$ cat src/rtl/ncc_pkg.sv
// Shared types and default geometry for the NCC load controller and its raster counter.
package ncc_pkg;

   typedef enum logic [1:0] {
      ST_IDLE      = 2'd0,
      ST_LOAD_DESC = 2'd1,
      ST_LOAD_WIN  = 2'd2,
      ST_CORR      = 2'd3
   } ncc_ctrl_state_t;

   localparam int NCC_DESC_PIXELS = 256;
   localparam int NCC_WIN_ROWS    = 16;
   localparam int NCC_WIN_COLS    = 80;

   // Counter width that never collapses to zero bits for degenerate sizes.
   function automatic int ncc_cw(input int n);
      return (n > 1) ? $clog2(n) : 1;
   endfunction

endpackage

$ cat src/rtl/ncc_raster_counter.sv
// Row/column raster counter: col runs 0..COLS-1, then wraps and advances row.
module ncc_raster_counter
   import ncc_pkg::*;
#(
   parameter int ROWS = NCC_WIN_ROWS,
   parameter int COLS = NCC_WIN_COLS,
   parameter int RW   = ncc_cw(ROWS),
   parameter int CW   = ncc_cw(COLS)
) (
   input  logic          clk,
   input  logic          rst_n,
   input  logic          clr,
   input  logic          en,
   output logic [RW-1:0] row,
   output logic [CW-1:0] col,
   output logic          last
);

   logic [RW-1:0] row_r;
   logic [CW-1:0] col_r;
   logic          col_end_s;
   logic          row_end_s;

   // End-of-line / end-of-frame decode.
   always_comb begin
      col_end_s = (col_r == CW'(COLS - 1));
      row_end_s = (row_r == RW'(ROWS - 1));
      last      = col_end_s && row_end_s;
      row       = row_r;
      col       = col_r;
   end

   // Raster position; clear dominates enable.
   always_ff @(posedge clk or negedge rst_n) begin
      if (!rst_n) begin
         row_r <= '0;
         col_r <= '0;
      end else if (clr) begin
         row_r <= '0;
         col_r <= '0;
      end else if (en) begin
         if (col_end_s) begin
            col_r <= '0;
            row_r <= row_end_s ? '0 : row_r + RW'(1);
         end else begin
            col_r <= col_r + CW'(1);
         end
      end else begin
         row_r <= row_r;
         col_r <= col_r;
      end
   end

endmodule

$ cat src/rtl/ncc_load_ctrl.sv
// NCC load sequencer: descriptor bytes, then window BRAMs in raster order, then correlation handoff.
// Optional NCC_CTRL_KEEP_DESC_EN adds keepDesc to reuse a previously loaded descriptor.
module ncc_load_ctrl
   import ncc_pkg::*;
#(
   parameter int DESC_PIXELS = NCC_DESC_PIXELS,
   parameter int WIN_ROWS    = NCC_WIN_ROWS,
   parameter int WIN_COLS    = NCC_WIN_COLS
) (
   input  logic                        clk,
   input  logic                        rst_n,
   input  logic                        start,
   input  logic                        abort,
`ifdef NCC_CTRL_KEEP_DESC_EN
   input  logic                        keepDesc,
`endif
   input  logic [7:0]                  pciIn,
   input  logic                        pciValid,
   output logic                        pciReady,
   output logic                        descShift,
   output logic [WIN_ROWS-1:0]         winWrite,
   output logic [$clog2(WIN_COLS)-1:0] winAddr,
   output logic [7:0]                  winData,
   output logic                        corrStart,
   input  logic                        corrDone,
   output logic                        busy,
   output logic                        done
);

   localparam int DW = ncc_cw(DESC_PIXELS);
   localparam int RW = ncc_cw(WIN_ROWS);
   localparam int CW = $clog2(WIN_COLS);

   ncc_ctrl_state_t state_r;
   logic [DW-1:0]   desc_count_r;
   logic            corr_start_r;
   logic            done_r;
   logic            busy_r;
   logic [RW-1:0]   row_s;
   logic [CW-1:0]   col_s;
   logic            win_last_s;
   logic            in_desc_s;
   logic            in_win_s;
   logic            accept_s;
   logic            win_en_s;
   logic            win_clr_s;
   logic            skip_desc_s;
`ifdef NCC_CTRL_KEEP_DESC_EN
   logic            desc_valid_r;
`endif

   // Byte-path steering; abort masks ready and every strobe in the same cycle.
   always_comb begin
      in_desc_s = (state_r == ST_LOAD_DESC) && !abort;
      in_win_s  = (state_r == ST_LOAD_WIN) && !abort;
      pciReady  = in_desc_s || in_win_s;
      accept_s  = pciValid && pciReady;
      descShift = in_desc_s && pciValid;
      winWrite  = '0;
      if (in_win_s && pciValid) begin
         winWrite[row_s] = 1'b1;
      end else begin
         winWrite = '0;
      end
      winAddr   = in_win_s ? col_s : '0;
      winData   = in_win_s ? pciIn : 8'd0;
      win_en_s  = accept_s && in_win_s;
      win_clr_s = abort || (state_r == ST_IDLE);
   end

   // Descriptor reuse decision for the next start.
   always_comb begin
`ifdef NCC_CTRL_KEEP_DESC_EN
      skip_desc_s = keepDesc && desc_valid_r;
`else
      skip_desc_s = 1'b0;
`endif
   end

   ncc_raster_counter #(
      .ROWS (WIN_ROWS),
      .COLS (WIN_COLS),
      .RW   (RW),
      .CW   (CW)
   ) u_raster (
      .clk   (clk),
      .rst_n (rst_n),
      .clr   (win_clr_s),
      .en    (win_en_s),
      .row   (row_s),
      .col   (col_s),
      .last  (win_last_s)
   );

   // Job sequencer with registered corrStart/done/busy; abort overrides everything.
   always_ff @(posedge clk or negedge rst_n) begin
      if (!rst_n) begin
         state_r      <= ST_IDLE;
         desc_count_r <= '0;
         corr_start_r <= 1'b0;
         done_r       <= 1'b0;
         busy_r       <= 1'b0;
`ifdef NCC_CTRL_KEEP_DESC_EN
         desc_valid_r <= 1'b0;
`endif
      end else begin
         corr_start_r <= 1'b0;
         done_r       <= 1'b0;
         if (abort) begin
            state_r      <= ST_IDLE;
            desc_count_r <= '0;
            busy_r       <= 1'b0;
`ifdef NCC_CTRL_KEEP_DESC_EN
            if (state_r == ST_LOAD_DESC) begin
               desc_valid_r <= 1'b0;
            end else begin
               desc_valid_r <= desc_valid_r;
            end
`endif
         end else begin
            case (state_r)
               ST_IDLE: begin
                  desc_count_r <= '0;
                  if (start) begin
                     state_r <= skip_desc_s ? ST_LOAD_WIN : ST_LOAD_DESC;
                     busy_r  <= 1'b1;
                  end else begin
                     state_r <= ST_IDLE;
                     busy_r  <= 1'b0;
                  end
               end
               ST_LOAD_DESC: begin
                  if (accept_s) begin
                     desc_count_r <= desc_count_r + DW'(1);
                     if (desc_count_r == DW'(DESC_PIXELS - 1)) begin
                        state_r <= ST_LOAD_WIN;
`ifdef NCC_CTRL_KEEP_DESC_EN
                        desc_valid_r <= 1'b1;
`endif
                     end else begin
                        state_r <= ST_LOAD_DESC;
                     end
                  end else begin
                     desc_count_r <= desc_count_r;
                  end
               end
               ST_LOAD_WIN: begin
                  if (accept_s && win_last_s) begin
                     state_r      <= ST_CORR;
                     corr_start_r <= 1'b1;
                  end else begin
                     state_r <= ST_LOAD_WIN;
                  end
               end
               ST_CORR: begin
                  // corrDone alongside the launch pulse belongs to a stale job.
                  if (corrDone && !corr_start_r) begin
                     state_r <= ST_IDLE;
                     busy_r  <= 1'b0;
                     done_r  <= 1'b1;
                  end else begin
                     state_r <= ST_CORR;
                  end
               end
               default: begin
                  state_r      <= ST_IDLE;
                  desc_count_r <= '0;
                  busy_r       <= 1'b0;
               end
            endcase
         end
      end
   end

   assign corrStart = corr_start_r;
   assign done      = done_r;
   assign busy      = busy_r;

endmodule

$ cat config.mk
export PLATFORM = sky130hd
export DESIGN_NAME = ncc_load_ctrl
export DESIGN_NICKNAME = d
export VERILOG_FILES = /design/src/rtl/ncc_pkg.sv /design/src/rtl/ncc_raster_counter.sv /design/src/rtl/ncc_load_ctrl.sv
export SDC_FILE = /design/constraint.sdc
export NUM_CORES = 1
export LEC_CHECK = 0
export CORE_UTILIZATION = 25
export CTS_BUF_LIST = sky130_fd_sc_hd__clkbuf_8 sky130_fd_sc_hd__clkbuf_16
export CTS_CLUSTER_DIAMETER = 200
export DETAILED_ROUTE_END_ITERATION = 6
export PLACE_DENSITY = 0.53
export SYNTH_ARGS = -nofsm -noshare
export SYNTH_HDL_FRONTEND = slang
export SYNTH_SLANG_ARGS = --single-unit
$ cat constraint.sdc
create_clock -name clk -period 2.1 [get_ports clk]
set_input_delay 0.42 -clock clk [delete_from_list [all_inputs] [get_ports clk]]
set_output_delay 0.42 -clock clk [all_outputs]
set_load 0.005 [all_outputs]
==> results.py <==
metrics = {
    "setup_path": {
        "slowest_delay_ns": 0.41,
        "crit_top_cell": "buf_6",
        "required_ns": 1.68,
        "arrival_ns": 1.75,
        "crit_chain": "nor3b_4 -> buf_6 -> nand2_8 -> buf_6 -> nor3b_4 -> buf_4 -> and2_4 -> buf_6",
        "crit_slowest_cell": "dfrtp_1",
        "worstSetupEndpointType": "primary output",
        "critPathKind": "reg -> out",
        "path_delay_family": "simple AND/OR/NAND/NOR gates",
        "critPathBufInv": 4,
        "worstPathMaxFanout": 5,
        "worst_setup_path_start_kind": "flip-flop",
    },
    "die": {
        "coreArea_mm2": 0.006061,
        "die_h_um": 82.13,
        "die_w_um": 82.13,
        "start_util": 0.2649,
        "rows": 28,
        "ioPinCount": 50,
        "die_area_mm2": 0.006745,
    },
    "sta": {
        "worst_pin_slew_ns": 0.4704,
        "relSlewSlack": 0.6857,
        "drv_slew": 0,
        "hold_ws_ns": 0.4866,
        "hold_violations": 0,
        "fin_crit_ns": 2.170,
        "timing.fmax_mhz": 460.8,
        "fin_skew_ns": 0.002925,
        "setup_viol": 3,
        "rsz0062_at_grt": "yes",
        "fin_ws_ns": -0.06998,
        "finalCritPeriodShare": 1.033,
    },
    "cts": {
        "cts_sinks": 24,
        "cts_max_path_buffers": 2,
        "cts_buffers": 3,
        "clkLatencyLatePin_ns": 0.26,
        "cts_tree": "built",
        "cts_root_buffer": "clkbuf_8",
        "hold_buffers": 0,
        "htreeDepth": 1,
        "path_clk_slew_ns": 0.08,
    },
    "global_route": {
        "grt_max_degree": 25,
        "grt_pass1_vias": 1532,
        "grt_pass1_wl_mm": 7.107,
        "grt.total_usage": 0.1382,
        "overflow": 0,
        "antenna_found_initial": 0,
    },
    "route": {
        "vias": 1571,
        "ant_nets": 0,
        "route.detailed.drc": 0,
        "totalWireLength_mm": 4.353,
        "vias_per_cell": 4.648,
        "wl_per_cell_um": 12.88,
        "drt_iter0_markers": 75,
        "dr.pass1.iters": 4,
    },
    "run": {
        "cap_violations": 0,
    },
    "synth": {
        "synth.yosys.seq_area_share": 0.3741,
        "yosys_warnings": 0,
        "synth_top_area_share": 0.3741,
        "synth-seq-cells": 24,
        "netlist_area_mm2": 0.001605,
        "synthTopCellsByArea": "dfrtp_1, and2_1, a21oi_1",
        "syn_inst": 180,
        "ys_types": 45,
        "synth_top_cell_by_area": "dfrtp_1",
        "avgSynthCellArea_um2": 8.918,
        "syn-num-nets": 200,
    },
    "cells_and_area": {
        "layout_common_cells": "buf_4, and2_1, dfrtp_1",
        "design_area_mm2": 0.002554,
        "drive_gt1_frac": 0.2852,
        "finalNonFillerCells": 338,
        "n_antenna_cell": 0,
        "nFillCells": 612,
        "final_common_cell": "buf_4",
        "nNetsFinal": 285,
        "fin_util": 0.4213,
        "areaGrowthSynthToFinish_pct": 59.08,
    },
    "power_and_ir_drop": {
        "p_leak_uw": 0.001178,
        "p_per_area_mw_per_mm2": 330.6,
        "vdd_drop_max_uv": 187.9,
    },
    "place": {
        "port_buffers": 49,
        "dp_cells": 317,
        "place.gp.congestion": 0.7298,
        "place_hpwl_mm": 3.129,
        "post_dp_cell_area_mm2": 0.002312,
    },
    "worst_hold_path": {
        "hold_path.class": "reg -> reg",
    },
    "status": {
        "status": "complete, but fails checks",
        "violations": "setup timing",
    },
}
==> power breakdown <==
part | switching, uW | internal, uW | total [uW]
logic | 50.2 | 54.0 | 104
clock network | 142 | 128 | 271
registers | 3.80 | 466 | 469
==> synth_stat cells (all sizes together) <==
cell type	n
nor2b	2
nor4	2
and3	2
and4	3
nand2b	3
or4	6
o21bai	2
nand4bb	1
mux2i	1
a211o	1
nand2	9
a211oi	1
dfrtp	24
o21ba	1
ha	6
nand3	9
nor3b	3
a32oi	1
a21oi	17
o31ai	6
a2111oi	1
or3	4
a311o	1
o21ai	8
o32a	1
a22o	1
nor2	6
clkbuf	3
a31oi	1
nand4	1
buf	4
inv	11
a21o	1
or2	1
nor3	5
o311ai	1
and2	28
a32o	1
xnor2	1
==> per-stage QoR <==
step | setup TNS (ns) | worst slack, ns | power, uW
final | -0.1463 | -0.06998 | 844.3
after global routing | -0.8682 | -0.1804 | 895.2
after CTS | -1.011 | -0.1472 | 859.4
after detailed placement | -14.37 | -0.5876 | 582.7
after global placement | -13.76 | -0.5894 | 582.5
after floorplan | 0 | 0.3295 | 515.9
==> worst register-to-register path, stage by stage, from the launching register on <==
cell	delay [ns]
dfrtp_1	0.39
nor3b_4	0.15
buf_6	0.13
nand2_8	0.07
buf_4	0.12
buf_8	0.11
nor3_4	0.04
buf_4	0.13
buf_4	0.13
buf_4	0.13
buf_4	0.12
buf_4	0.12
buf_4	0.12
buf_4	0.11
and4_1	0.17
==> logic make-up (layout without fill, tap and decap cells) <==
kind of cell    Yosys count  after routing  share of synthesized area
compound gates           45             45                     0.1832
simple gates             85             85                     0.3336
fa+ha+maj                 6              6                    0.04676
xor+xnor                  1              1                   0.005457
mux                       1              1                   0.006236
buf+inv                  18            101                    0.05066
flops                    24             24                     0.3741
==> routing by layer <==
| metal | GRT usage | vias to the layer above | share of wire |
|---|---|---|---|
| li1 | - | 821 | - |
| met1 | 0.1784 | 712 | 0.46 |
| met2 | 0.2397 | 36 | 0.48 |
| met3 | 0.01978 | 2 | 0.048 |
| met4 | 0.03684 | 0 | 0.0062 |
| met5 | 0 | - | 0 |
==> sequential cells by signal, summed over array words and instances (netlist names) <==
signal / cells
desc_count_r: 8
u_raster.col: 7
u_raster.row: 4
state_r: 2
busy: 1
corrStart: 1
done: 1
==> what timing repair did <==
item | 4_1_cts | 5_1_grt
buffers inserted | 14 | 4
gates cloned | 1 | 0
endpoints found under the hold margin | 0 | 0
pin swaps | 12 | 10
endpoints found under the setup margin | 33 | 17
gates resized for setup | 81 | 36
==> layout make-up <==
type	instances	area (um^2)	share of cell area
inverters	11	41.29	0.01617
clock buffers	3	41.29	0.01617
flip-flops and latches	24	601.8	0.2357
repair buffers	87	749.5	0.2935
well taps	75	93.84	0.03675
multi-input cells	138	1026	0.4018
==> worst paths after layout <==
path,from,cells past startpoint,slack (ns),end
worst max register to register,state_r[1],14,-0.04,corrStart
max in group asynchronous,rst_n,2,1.33,u_raster.row[3]
worst max-delay path,state_r[0],8,-0.07,winWrite[11]
min in group asynchronous,rst_n,2,0.50,desc_count_r[1]
worst min register to register,desc_count_r[7],1,0.49,desc_count_r[7]
worst min-delay path,desc_count_r[7],1,0.49,desc_count_r[7]
No activity file was read; power rests on OpenSTA's default activity.
